File: src/rtl/sprite_pkg.sv
// Shared types and geometry helpers for the sprite scheduler.
// Slot record, FSM encoding and the strict-inequality span test used by the compositor.
package sprite_pkg;

    localparam int COORD_W = 12;
    localparam int COLOR_W = 12;
    localparam int HSIZE_W = 8;

    typedef struct packed {
        logic [COORD_W-1:0] x;
        logic [COORD_W-1:0] y;
        logic [HSIZE_W-1:0] hsize;
        logic               dx_pos;
        logic               dy_pos;
        logic               en;
        logic [COLOR_W-1:0] color;
    } slot_t;

    typedef enum logic {
        IDLE  = 1'b0,
        SWEEP = 1'b1
    } state_e;

    localparam slot_t SLOT_RESET = '{
        x:      '0,
        y:      '0,
        hsize:  '0,
        dx_pos: 1'b1,
        dy_pos: 1'b1,
        en:     1'b0,
        color:  '0
    };

    // Signed 14-bit compare so centre-h below zero does not wrap around.
    function automatic logic span_hit(
        input logic [COORD_W-1:0] centre,
        input logic [HSIZE_W-1:0] half,
        input logic [COORD_W-1:0] pix
    );
        logic signed [13:0] lo;
        logic signed [13:0] hi;
        logic signed [13:0] ps;
        lo = $signed({2'b00, centre}) - $signed({6'b000000, half});
        hi = $signed({2'b00, centre}) + $signed({6'b000000, half});
        ps = $signed({2'b00, pix});
        return (ps > lo) && (ps < hi);
    endfunction

endpackage

File: src/rtl/sprite_axis_step.sv
// One-axis bounce step: move one pixel in the current direction, then turn at either wall.
// Purely combinational; the wall test uses the already-moved coordinate.
module sprite_axis_step #(
    parameter int RES = 640
) (
    input  logic [11:0] p_i,
    input  logic        dir_i,
    input  logic [7:0]  h_i,
    output logic [11:0] p_o,
    output logic        dir_o
);

    localparam logic [11:0] RES_W = RES[11:0];

    logic [11:0] h_ext;
    logic [11:0] p_n;
    logic [11:0] lo_lim;
    logic [11:0] hi_lim;

    always_comb begin
        h_ext  = {4'b0000, h_i};
        p_n    = dir_i ? (p_i + 12'd1) : (p_i - 12'd1);
        lo_lim = h_ext + 12'd1;
        hi_lim = RES_W - h_ext - 12'd1;
        dir_o  = dir_i;
        if (p_n <= lo_lim) begin
            dir_o = 1'b1;
        end else if (p_n >= hi_lim) begin
            dir_o = 1'b0;
        end
        p_o = p_n;
    end

endmodule

File: src/rtl/sprite_scheduler.sv
// Sprite slot bank: host config port, per-frame step sweep (one slot per pixel strobe), priority compositor.
// Config is back-pressured (o_cfg_ready low) for the N_SLOTS-strobe sweep; compositor output is registered per strobe.
module sprite_scheduler
    import sprite_pkg::*;
#(
    parameter int N_SLOTS = 4,
    parameter int H_RES   = 640,
    parameter int V_RES   = 480
) (
    input  logic                       i_clk,
    input  logic                       i_rst,
    input  logic                       i_pix_stb,
    input  logic                       i_animate,
    input  logic [9:0]                 i_x,
    input  logic [8:0]                 i_y,
    input  logic                       i_cfg_valid,
    output logic                       o_cfg_ready,
    input  logic [$clog2(N_SLOTS)-1:0] i_cfg_slot,
    input  logic [11:0]                i_cfg_x,
    input  logic [11:0]                i_cfg_y,
    input  logic [7:0]                 i_cfg_hsize,
    input  logic                       i_cfg_dx_pos,
    input  logic                       i_cfg_dy_pos,
    input  logic                       i_cfg_en,
    input  logic [11:0]                i_cfg_color,
    output logic [11:0]                o_rgb,
    output logic                       o_hit,
    output logic                       o_busy
);

    localparam int IDX_W = $clog2(N_SLOTS);
    localparam logic [IDX_W-1:0] LAST_IDX = IDX_W'(N_SLOTS - 1);

    state_e             state_q, state_d;
    logic [IDX_W-1:0]   idx_q, idx_d;
    slot_t              slots_q [N_SLOTS];
    slot_t              slots_d [N_SLOTS];
    logic [COLOR_W-1:0] rgb_q, rgb_d;
    logic               hit_q, hit_d;

    logic               cfg_fire;
    logic               step_fire;
    slot_t              cur;
    logic [11:0]        nx, ny;
    logic               ndx, ndy;

    assign cur = slots_q[idx_q];

    sprite_axis_step #(.RES(H_RES)) u_step_x (
        .p_i   (cur.x),
        .dir_i (cur.dx_pos),
        .h_i   (cur.hsize),
        .p_o   (nx),
        .dir_o (ndx)
    );

    sprite_axis_step #(.RES(V_RES)) u_step_y (
        .p_i   (cur.y),
        .dir_i (cur.dy_pos),
        .h_i   (cur.hsize),
        .p_o   (ny),
        .dir_o (ndy)
    );

    always_ff @(posedge i_clk or negedge i_rst) begin
        if (!i_rst) begin
            state_q <= IDLE;
            idx_q   <= '0;
        end else begin
            state_q <= state_d;
            idx_q   <= idx_d;
        end
    end

    always_comb begin
        state_d = state_q;
        idx_d   = idx_q;
        case (state_q)
            IDLE: begin
                if (i_animate) begin
                    state_d = SWEEP;
                    idx_d   = '0;
                end
            end
            SWEEP: begin
                if (i_pix_stb) begin
                    idx_d = idx_q + 1'b1;
                    if (idx_q == LAST_IDX) begin
                        state_d = IDLE;
                        idx_d   = '0;
                    end
                end
            end
            default: begin
                state_d = IDLE;
                idx_d   = '0;
            end
        endcase
    end

    always_comb begin
        o_cfg_ready = (state_q == IDLE);
        o_busy      = (state_q == SWEEP);
    end

    assign cfg_fire  = i_cfg_valid && o_cfg_ready;
    assign step_fire = (state_q == SWEEP) && i_pix_stb && cur.en;

    // Writes and steps are mutually exclusive: writes only happen in IDLE, steps only in SWEEP.
    always_comb begin
        for (int i = 0; i < N_SLOTS; i++) begin
            slots_d[i] = slots_q[i];
        end
        if (cfg_fire) begin
            slots_d[i_cfg_slot] = '{
                x:      i_cfg_x,
                y:      i_cfg_y,
                hsize:  i_cfg_hsize,
                dx_pos: i_cfg_dx_pos,
                dy_pos: i_cfg_dy_pos,
                en:     i_cfg_en,
                color:  i_cfg_color
            };
        end else if (step_fire) begin
            slots_d[idx_q].x      = nx;
            slots_d[idx_q].y      = ny;
            slots_d[idx_q].dx_pos = ndx;
            slots_d[idx_q].dy_pos = ndy;
        end
    end

    // Walk from the highest index down so the lowest-index hitting slot is the last writer.
    always_comb begin
        logic [COLOR_W-1:0] win_rgb;
        logic               any_hit;
        win_rgb = '0;
        any_hit = 1'b0;
        for (int i = N_SLOTS - 1; i >= 0; i--) begin
            if (slots_q[i].en
                && span_hit(slots_q[i].x, slots_q[i].hsize, {2'b00, i_x})
                && span_hit(slots_q[i].y, slots_q[i].hsize, {3'b000, i_y})) begin
                win_rgb = slots_q[i].color;
                any_hit = 1'b1;
            end
        end
        rgb_d = rgb_q;
        hit_d = hit_q;
        if (i_pix_stb) begin
            rgb_d = win_rgb;
            hit_d = any_hit;
        end
    end

    always_ff @(posedge i_clk or negedge i_rst) begin
        if (!i_rst) begin
            for (int i = 0; i < N_SLOTS; i++) begin
                slots_q[i] <= SLOT_RESET;
            end
            rgb_q <= '0;
            hit_q <= 1'b0;
        end else begin
            for (int i = 0; i < N_SLOTS; i++) begin
                slots_q[i] <= slots_d[i];
            end
            rgb_q <= rgb_d;
            hit_q <= hit_d;
        end
    end

    assign o_rgb = rgb_q;
    assign o_hit = hit_q;

endmodule
File: config.mk
export PLATFORM = sky130hd
export DESIGN_NAME = sprite_scheduler
export DESIGN_NICKNAME = d
export VERILOG_FILES = /design/src/rtl/sprite_pkg.sv /design/src/rtl/sprite_axis_step.sv /design/src/rtl/sprite_scheduler.sv
export SDC_FILE = /design/constraint.sdc
export NUM_CORES = 1
export LEC_CHECK = 0
export ABC_AREA = 1
export BUFFER_PORTS_ARGS = -buffer_cell sky130_fd_sc_hd__buf_4
export CELL_PAD_IN_SITES_DETAIL_PLACEMENT = 1
export CELL_PAD_IN_SITES_GLOBAL_PLACEMENT = 1
export CORE_MARGIN = 2
export CORE_UTILIZATION = 40
export DETAILED_ROUTE_END_ITERATION = 7
export PLACE_DENSITY_LB_ADDON = 0.2
export SYNTH_ARGS = -nofsm -noshare
export SYNTH_HDL_FRONTEND = slang
export SYNTH_SLANG_ARGS = --single-unit
File: constraint.sdc
create_clock -name i_clk -period 6.3 [get_ports i_clk]
set_input_delay 1.89 -clock i_clk [delete_from_list [all_inputs] [get_ports i_clk]]
set_output_delay 1.89 -clock i_clk [all_outputs]
set_load 0.1 [all_outputs]
# [After elaboration in Yosys (flattened, before gate mapping)]
# Index checks and enable logic that the tools add are counted.
[word_totals] output_inout_bits=15 latch_bits=0 mem_count=0 in_bits=73 mem_bits_ro=0 regBits=204 ramBits=0 word_cells=153
[classes] reduce_logical=23 n_eq_ne=3 add_sub_neg=26 n_mux=42 div=0 n_mul=0 bitwise_logic=3 shifts=0 order_cmp=24
[ops] op="$bwmux W188" count=5
[ops] op="$demux W47 S2" count=5
[ops] op="$mux W188" count=2
[ops] op="$mux W47" count=4
[ops] op="$add A12 B8 Y13" count=8
[ops] op="$sub A12 B8 Y13" count=8
[ops] op="$bmux W47 S2" count=1
[ops] op="$mux W12" count=6
[ops] op="$gt A10 B13 Y1" count=4
[ops] op="$gt A11 B13 Y1" count=4
[ops] op="$lt A10 B13 Y1" count=4
[ops] op="$lt A9 B13 Y1" count=4
[ops] op="$sub A12 B1 Y12 const B" count=4
[ops] op="$mux W35" count=1
[ops] op="$add A12 B1 Y12 const B" count=2
[ops] op="$ge A12 B12 Y1" count=2
[ops] op="$le A12 B12 Y1" count=2
[ops] op="$logic_and A1 B1 Y1" count=21
[ops] op="$mux W15" count=1
[ops] op="$mux W14" count=1
[ops] op="$mux W1" count=11
[ops] op="$sub A10 B8 Y11 const A" count=1
[ops] op="$sub A9 B8 Y10 const A" count=1
[ops] op="$add A8 B1 Y9 const B" count=1
[ops] op="other kinds (12)" count=18

# [Logic depth before layout (Yosys ltp)]
# Gate-level depths: netlist (run 1).
[depth] depth_word=13 mapped_depth=28

# [Modules after synthesis]
# From an unflattened synthesis (run 1), not the netlist that was laid out.
[hier_totals] cells_unflattened=3541 hier_area_um2=24174.4
[by_module_without_submodules] mod="sprite_scheduler" area_per_inst_um2=21199.1 cells_each=3033 instances=1 seq_area_each_um2=5114.9
[by_module_without_submodules] mod="sprite_axis_step (u_step_x)" area_per_inst_um2=1500.2 cells_each=263 instances=1 seq_area_each_um2=0.0
[by_module_without_submodules] mod="sprite_axis_step (u_step_y)" area_per_inst_um2=1475.2 cells_each=245 instances=1 seq_area_each_um2=0.0

# [Worst setup path after synthesis (run 1)]
# Ideal clock, no wire load.
[synth_path] path_kind="register to register" startpoint="register idx_q[1]" endpoint="register slots_q[108] (netlist bit)" path_buffers=4 stages_incl_launch_ff=27 setup_slack_ns=2.310 t_required_ns=6.227 period_less_slack_ns=3.990 arrival_time_ns=3.917 path_cell_list="dfrtp_1 > inv_2 > buf_4 > buf_2 > clkbuf_1 > clkbuf_1 > o21ai_0 > o22ai_1 > ha_1 > nand2_1 > nand2_1 > inv_1 > o21a_1 > nand2_2 > nand3_1 > nand2_1 > xor2_1 > ha_1 > a21oi_1 > o21ai_0 > o21ai_0 > nand2_1 > nand2_1 > nand3_1 > o21bai_2 > nand2_1 > a21oi_1"
[synth_via] elab_chain_cells=13 word_cells_on_any_way=30
[synth_lines] item="start: declaration" line_no="sprite_scheduler.sv:35" source="logic [IDX_W-1:0] idx_q, idx_d;"
[synth_lines] item="start signal: assignment" line_no="sprite_scheduler.sv:71" source="idx_q <= idx_d;"
[synth_lines] item="$not A2 Y3 (not written as such) (*)"
[synth_lines] item="$bmux W47 S2" line_no="sprite_scheduler.sv:47" source="assign cur = slots_q[idx_q];"
[synth_lines] item="$mux W47 (not written as such) (2 in series)" line_no="sprite_scheduler.sv:47"
[synth_lines] item="$sub A10 B8 Y11 (tied with other cells)" line_no="sprite_axis_step.sv:24" source="hi_lim = RES_W - h_ext - 12'd1;"
[synth_lines] item="$sub A12 B1 Y12 or $mux W12 (tied branches)" line_no="sprite_axis_step.sv:24, sprite_axis_step.sv:22"
[synth_lines] item="$ge A12 B12 Y1" line_no="sprite_axis_step.sv:28" source="end else if (p_n >= hi_lim) begin"
[synth_lines] item="$mux W1" line_no="sprite_axis_step.sv:28"
[synth_lines] item="$mux W1" line_no="sprite_axis_step.sv:26" source="if (p_n <= lo_lim) begin"
[synth_lines] item="$bwmux W188" line_no="sprite_scheduler.sv:127" source="slots_d[idx_q].dx_pos = ndx;"
[synth_lines] item="$bwmux W188" line_no="sprite_scheduler.sv:128" source="slots_d[idx_q].dy_pos = ndy;"
[synth_lines] item="$mux W188" line_no="sprite_scheduler.sv:124" source="end else if (step_fire) begin"
[synth_lines] item="$mux W188" line_no="sprite_scheduler.sv:114" source="if (cfg_fire) begin"
[synth_lines] item="end signal: indexed assignment" line_no="sprite_scheduler.sv:163" source="slots_q[i] <= slots_d[i];"
[synth_lines] item="end: declaration" line_no="sprite_scheduler.sv:36" source="slot_t slots_q [N_SLOTS];"
# Every way passes the cells marked *; elsewhere a longest branch is shown, timed or not. The select of a mux whose other input is x is not followed.
# A chain may end at the register's enable or synchronous reset.

# [Worst setup path after layout (run 1)]
[layout_path] startpoint="register idx_q[0]" endpoint="register slots_q[108] (netlist bit)"
# The elaborated chain is that of the path after synthesis.

==> results of run 1 <==
==> layer usage <==
layer,track usage (%),routed length (microns)
met5,0,23
met2,52.1,44600
met3,4.48,7180
met1,45.5,46000
met4,13.2,4570
==> cells in the final DEF, fill, tap and decap left out, drive strengths merged, types with 9 or more instances in the layout <==
cell type  instances
dfrtp            196
ha               338
clkinv             9
a21oi            339
xor2             142
a22oi             48
fa                18
inv              482
nand3            206
a31oi             16
buf              100
nand2            874
nand4             42
o22ai             24
nor3              44
clkbuf            31
nor2             277
o21bai            19
o21ai            218
xnor2             12
==> flip-flops by register name, summed over array words and instances, names as in the netlist <==
name / cells
o_hit: 1
slots_q: 188
o_rgb: 12
o_busy: 1
idx_q: 2
==> layout make-up <==
cell class              instances  area [sq um]
clock buffers                  31           698
clock inverters                13           123
fillers                      7682         33100
inverters                     483          1820
multi-input cells            2685         16300
flip-flops and latches        204          5120
well taps                     773           967
repair buffers                100           771
==> cell usage after synthesis (18+ instances only) <==
| master | n |
|---|---|
| nand3_1 | 202 |
| nor3_1 | 38 |
| a22oi_1 | 48 |
| xor2_1 | 137 |
| clkbuf_1 | 56 |
| nand2_1 | 857 |
| nand4_1 | 42 |
| inv_2 | 37 |
| o21ai_2 | 18 |
| ha_1 | 338 |
| buf_2 | 36 |
| dfrtp_1 | 196 |
| o22ai_1 | 24 |
| a21oi_1 | 329 |
| inv_1 | 444 |
| o21ai_0 | 182 |
| o21ai_1 | 18 |
| nor2_1 | 264 |
| fa_1 | 18 |
==> worst max path at each step <==
stage | startpoint | to | slack [ns] | depth (start not counted)
after floorplan | idx_q[1] | slots_q[108] | 2.31 | 26
after global placement | idx_q[0] | slots_q[108] | 1.44 | 20
after detailed placement | idx_q[0] | slots_q[108] | 1.25 | 20
after CTS | idx_q[0] | slots_q[108] | 1.24 | 20
after global routing | idx_q[0] | slots_q[108] | 0.66 | 20
final | idx_q[0] | slots_q[108] | 1.15 | 20
==> stage by stage <==
stage          hold slack (ns)  utilization [%]
2_1_floorplan            0.453                -
3_3_place_gp             0.466             42.4
3_5_place_dp             0.474             42.4
4_1_cts                  0.489             43.7
5_1_grt                  0.520             43.7
6_report                 0.485             43.7
==> logic make-up after synthesis <==
| family | after synthesis | share of synthesized area, % |
|---|---|---|
| xor gates and xnor gates | 154 | 5.91 |
| and+or+nand+nor | 1455 | 25.6 |
| AOI/OAI and AO/OA | 715 | 17.5 |
| buffers and inverters | 597 | 10.1 |
| DFF | 204 | 21.5 |
| other | 1 | 0.0158 |
| adders and majority gates | 356 | 19.3 |
==> tightest hold or removal path, stage by stage, from the launching register on <==
cell and delay, ns:
dfrtp_1 0.34, nand2_1 0.06, nand2_1 0.05
==> results.cfg, run 1 <==
[logic_synthesis]
syn_avg_cell_area_sq_um = 6.83
yosys_warnings = 0
synth_edf_count = 0
synth_top_area_share_pct = 20.6
ys.flop_type = dfrtp_1
yosys-top-cells-area = dfrtp_1 (21%), ha_1 (18%), nand2_1 (14%)
synth_area_sq_mm = 0.0238
ys_seq_area_share_pct = 21.5
async_flop_share_pct = 100
synth_cell_type_count = 68
ys_ff_latch = 204
yosys.area.top_type = dfrtp_1
syn_inst = 3482

[clock_network]
cts_buffers = 24
clkLatencyLatePin_ns = 0.55
holdBufCountCts = 0
post_cts_resized = 0
cts_tree = built
clock_sinks = 204
clockRootBuffer = clkbuf_16
clk_pin_slew_ns = 0.06
postCtsSetupBuffers = 0
clockBufferDepth = 3
cts_max_level = 1

[worst_setup_path]
endpoint_kind = flip-flop
worstPathCellList = buf_4, a21oi_1, a32oi_2, inv_1, ha_1, a21oi_1, o21ai_0, a21oi_1, xnor2_1, ha_1, nand2_1, nor2_1, a211oi_1, o21ai_0, nand3_1, nand2_1, a21oi_1, o21bai_2, nand2_1, a21oi_1
crit_required_ns = 6.77
r2r_cells = 20
worst-setup-path-type = reg2reg
regToRegStartpoint = idx_q[0]
crit_family = compound AO/OA/AOI/OAI gates
crit_slowest_cell = xnor2_1
critPathArrivalTime_ns = 5.62
r2r_setup_slack_ns = 1.15
start_kind = flip-flop
timing.rr.end = slots_q[108]
cp_num_buf_inv = 2
critical-path-max-stage-delay_ns = 0.76
path_common_cell = a21oi_1
cp_max_fo = 83

[drt]
drc = 0
wl_per_cell_microns = 23.9
vias = 24600
via_per_inst = 5.73
drtPass1Iterations = 5
finalWirelength_mm = 102
drtAntennaViolNets = 0
drtIter0Drc = 1664

[global_route]
first_global_vias = 25300
grtUsageTotal_pct = 33.0
grt_start_max_net_pins = 114
antenna_found_initial = 2
grt_pass1_wl_mm = 154
overflow = 0

[sta]
min_period_ns = 5.15
tightest_slew_ns = 1.17
hold_viol_final = 0
slew_headroom_pct = 22.1
layout_setup_ws_ns = 1.15
fin_skew_ns = 0.0261
setup_tns_ns = 0
grt_setup_unrepaired = false
period_share_pct = 81.7
fmax_mhz = 194
finalSetupViolCount = 0
finalMaxSlewViolations = 0

[hold_path]
hold_path_end = o_rgb[7]
hold_depth = 2
hp-start = o_rgb[7]
min_path_type = reg2reg

[die]
core_sq_mm = 0.0589
die_area_sq_mm = 0.0614
dieHeight_microns = 248
initial_core_util_pct = 40.4
fp-row-count = 89
fp.dieW_microns = 248
io_pins = 88

[cells_and_area]
syn_to_final_growth_pct = 8.37
postLayoutCellArea_sq_mm = 0.0258
drive_gt1_share_pct = 8.11
nNetsFinal = 3927
fin_cells = 4289
antennaDiodeCount = 0

[placement]
dp.cells = 4245
preCtsSetupSlack_ns = 1.25
dp_hpwl_mm = 81.9
post_dp_cell_area_sq_mm = 0.0249
portBuffers = 87
finalWeightedCongestion = 0.964

[outcome]
status = finished clean

[run]
drv_cap = 0
Power of run 1 is left out: the tool's default activity adds up to more than one toggle a clock period on the data nets, which glitch-free logic cannot reach.
==> run 2, diff against run 1 <==
- ABC_AREA: 1 -> 0
- clock period: 6.3 -> 4.5 ns (I/O delays scaled with it)
==> run 2 against run 1 <==
The run now ends with negative setup slack left. Non-clock buffer count grew 227. Setup slack worse by 1.2 ns. Largest cell class unchanged. Sequential share of layout area fell by 0.52 points. Register-to-register slack worse by 1.2 ns. Die area down 9.2%. Critical path type unchanged.
==> results.cfg, run 2 <==
[sta]
layout_setup_ws_ns = -0.0136
fin_skew_ns = 0.0223
finalSetupViolCount = 1
fmax_mhz = 222
hold_viol_final = 0
fin_hold_ws_ns = 0.483
min_period_ns = 4.51
slew_headroom_pct = 43.5
period_share_pct = 100
tightest_slew_ns = 0.847
finalMaxSlewViolations = 0
grt_setup_unrepaired = true

[worst_setup_path]
worst-path-stages = 19
endpoint_kind = flip-flop
cp_max_fo = 13
r2r_cells = 19
crit_start = slots_q[15]
regToRegStartpoint = slots_q[15]
r2r_setup_slack_ns = -0.01
worst-setup-path-type = reg2reg
crit_required_ns = 4.98
critical-path-max-stage-delay_ns = 0.49
crit_family = simple AND/OR/NAND/NOR gates
crit_slowest_cell = dfrtp_2
timing.rr.end = o_rgb[8]
critPathArrivalTime_ns = 5.00
start_kind = flip-flop
cp_num_buf_inv = 1
worstPathCellList = ha_1, fa_1, nor2b_2, o2111ai_1, nand3_1, nand2_1, xnor2_1, ha_1, nand2_1, nor3_1, o31a_1, o21a_1, or3b_1, a32oi_1, nor4bb_4, buf_12, and3_1, a21oi_2, o21bai_1
cp-endpoint = o_rgb[8]

[logic_synthesis]
synthMuxAreaShare_pct = 6.74
synth_area_sq_mm = 0.0215
ys_ff_latch = 204
syn_inst = 2493
ys.flop_type = dfrtp_1
yosys-top-cells-area = dfrtp_1 (23%), ha_1 (20%), o21ai_0 (5.2%)
async_flop_share_pct = 100
yosys.area.top_type = dfrtp_1
synth_compound_area_share_pct = 23.0
synth_edf_count = 0
synth_top_family_by_area = compound AO/OA/AOI/OAI gates
syn_avg_cell_area_sq_um = 8.64
yosys_warnings = 0
synth-simple-area-share_pct = 14.6
synth_cell_type_count = 87
ys_seq_area_share_pct = 23.7
ys_top_cells_by_count = ha_1 (338), o21ai_0 (226), nand2_1 (211)
synthXorXnorAreaFrac_pct = 5.74
synth_fa_ha_area_share_pct = 21.3
synth.most_common_cell = ha_1
synth_top_area_share_pct = 22.8

[clock_network]
cts_buffers = 26
clock_sinks = 204
clkLatencyLatePin_ns = 0.57
cts_max_level = 1
clockRootBuffer = clkbuf_16
clk_pin_slew_ns = 0.06
clockBufferDepth = 3
holdBufCountCts = 0
cts_tree = built

[global_route]
grtUsageTotal_pct = 31.8
grt_start_max_net_pins = 88
first_global_vias = 22200
grt_pass1_wl_mm = 136
antenna_found_initial = 2
overflow = 0

[cells_and_area]
syn_to_final_growth_pct = 23.0
largest_register = slots_q
mostFrequentLayoutCells = ha_1 (324), buf_4 (296), nand2_1 (211)
drive_gt1_share_pct = 23.2
nNetsFinal = 3162
layout_commonest_cell = ha_1
largest_reg_flops = 188

[placement]
finalWeightedCongestion = 0.932
preCtsSetupSlack_ns = -0.485
portBuffers = 87
dp_hpwl_mm = 70.2

[die]
fp-row-count = 85
io_pins = 88
core_sq_mm = 0.0535
die_area_sq_mm = 0.0557
dieHeight_microns = 236
fp.dieW_microns = 236
initial_core_util_pct = 40.3

[outcome]
violations = negative setup slack
status = finished with violations

[drt]
drc = 0
drtIter0Drc = 1445
via_per_inst = 6.11
vias = 21100
finalWirelength_mm = 90.9
wl_per_cell_microns = 26.3
drtAntennaViolNets = 0
drtPass1Iterations = 6

[hold_path]
min_path_type = reg2reg

[run]
drv_cap = 0
==> run 2: cell types whose count changed after synthesis, moves of 56 or more <==
cell,before,now
nand3_1,202,31
inv_1,444,156
nand2_1,857,211
xnor2_1,11,98
a21oi_1,329,133
nor2_1,264,181
xor2_1,137,40
clkbuf_1,56,112
==> run 2: worst min path at each step <==
stage,from,end,slack [ns],cells after the start
final,slots_q[155],slots_q[155],0.48,2
after global routing,slots_q[155],slots_q[155],0.50,2
after CTS,slots_q[155],slots_q[155],0.48,2
after detailed placement,slots_q[155],slots_q[155],0.47,2
after global placement,slots_q[155],slots_q[155],0.46,2
after floorplan,slots_q[155],slots_q[155],0.45,2
==> run 2: kinds of logic (layout without fill, tap and decap cells) <==
logic type / after synthesis / count (layout)
adders and majority gates: 357 / 357
DFF: 204 / 204
other: 1 / 6
xor gates and xnor gates: 139 / 139
AOI/OAI and AO/OA: 751 / 751
and+or+nand+nor: 667 / 669
muxes: 96 / 96
buffers and inverters: 278 / 532
==> run 2: repair_timing <==
item	in CTS	in global routing
resized for setup	49	150
setup endpoints to repair	17	21
pin swaps	15	84
setup buffers	5	33
cloned	3	6
==> run 2: per-layer routing <==
metal,GRT usage (%),up-vias,part of all wire (%)
li1,-,9554,-
met1,41.9,10700,42
met2,52.8,669,47
met3,4.21,169,6.1
met4,12.8,2,4.4
met5,0,-,0.014
==> run 2: stage by stage <==
| step | util, % | std cells | TNS, ns | cell area (sq um) |
|---|---|---|---|---|
| after floorplan | - | 2497 | 0 | 21600 |
| after global placement | 45.5 | 3354 | -4.29 | 24300 |
| after detailed placement | 45.5 | 3354 | -5.80 | 24300 |
| after CTS | 47.6 | 3410 | -0.0975 | 25500 |
| after global routing | 49.5 | 3449 | -1.61 | 26500 |
| final | 49.5 | 3450 | -0.0136 | 26500 |
==> run 2: layout make-up <==
| class | count | area (sq um) |
|---|---|---|
| clock buffers | 36 | 748 |
| diodes | 1 | 2.50 |
| multi-input cells | 2017 | 16200 |
| clock inverters | 12 | 135 |
| fillers | 6147 | 27000 |
| inverters | 157 | 599 |
| repair buffers | 327 | 2780 |
| well taps | 696 | 871 |
| flip-flops and latches | 204 | 5120 |
==> run 2: worst register-to-register path, cell delays in order (launching register included) <==
cell	delay, ns
dfrtp_2	0.49
ha_1	0.27
fa_1	0.43
nor2b_2	0.17
o2111ai_1	0.16
nand3_1	0.18
nand2_1	0.11
xnor2_1	0.15
ha_1	0.29
nand2_1	0.09
nor3_1	0.22
o31a_1	0.16
o21a_1	0.21
or3b_1	0.40
a32oi_1	0.23
nor4bb_4	0.29
buf_12	0.18
and3_1	0.19
a21oi_2	0.05
o21bai_1	0.16
Power of run 2 is left out for the same reason.
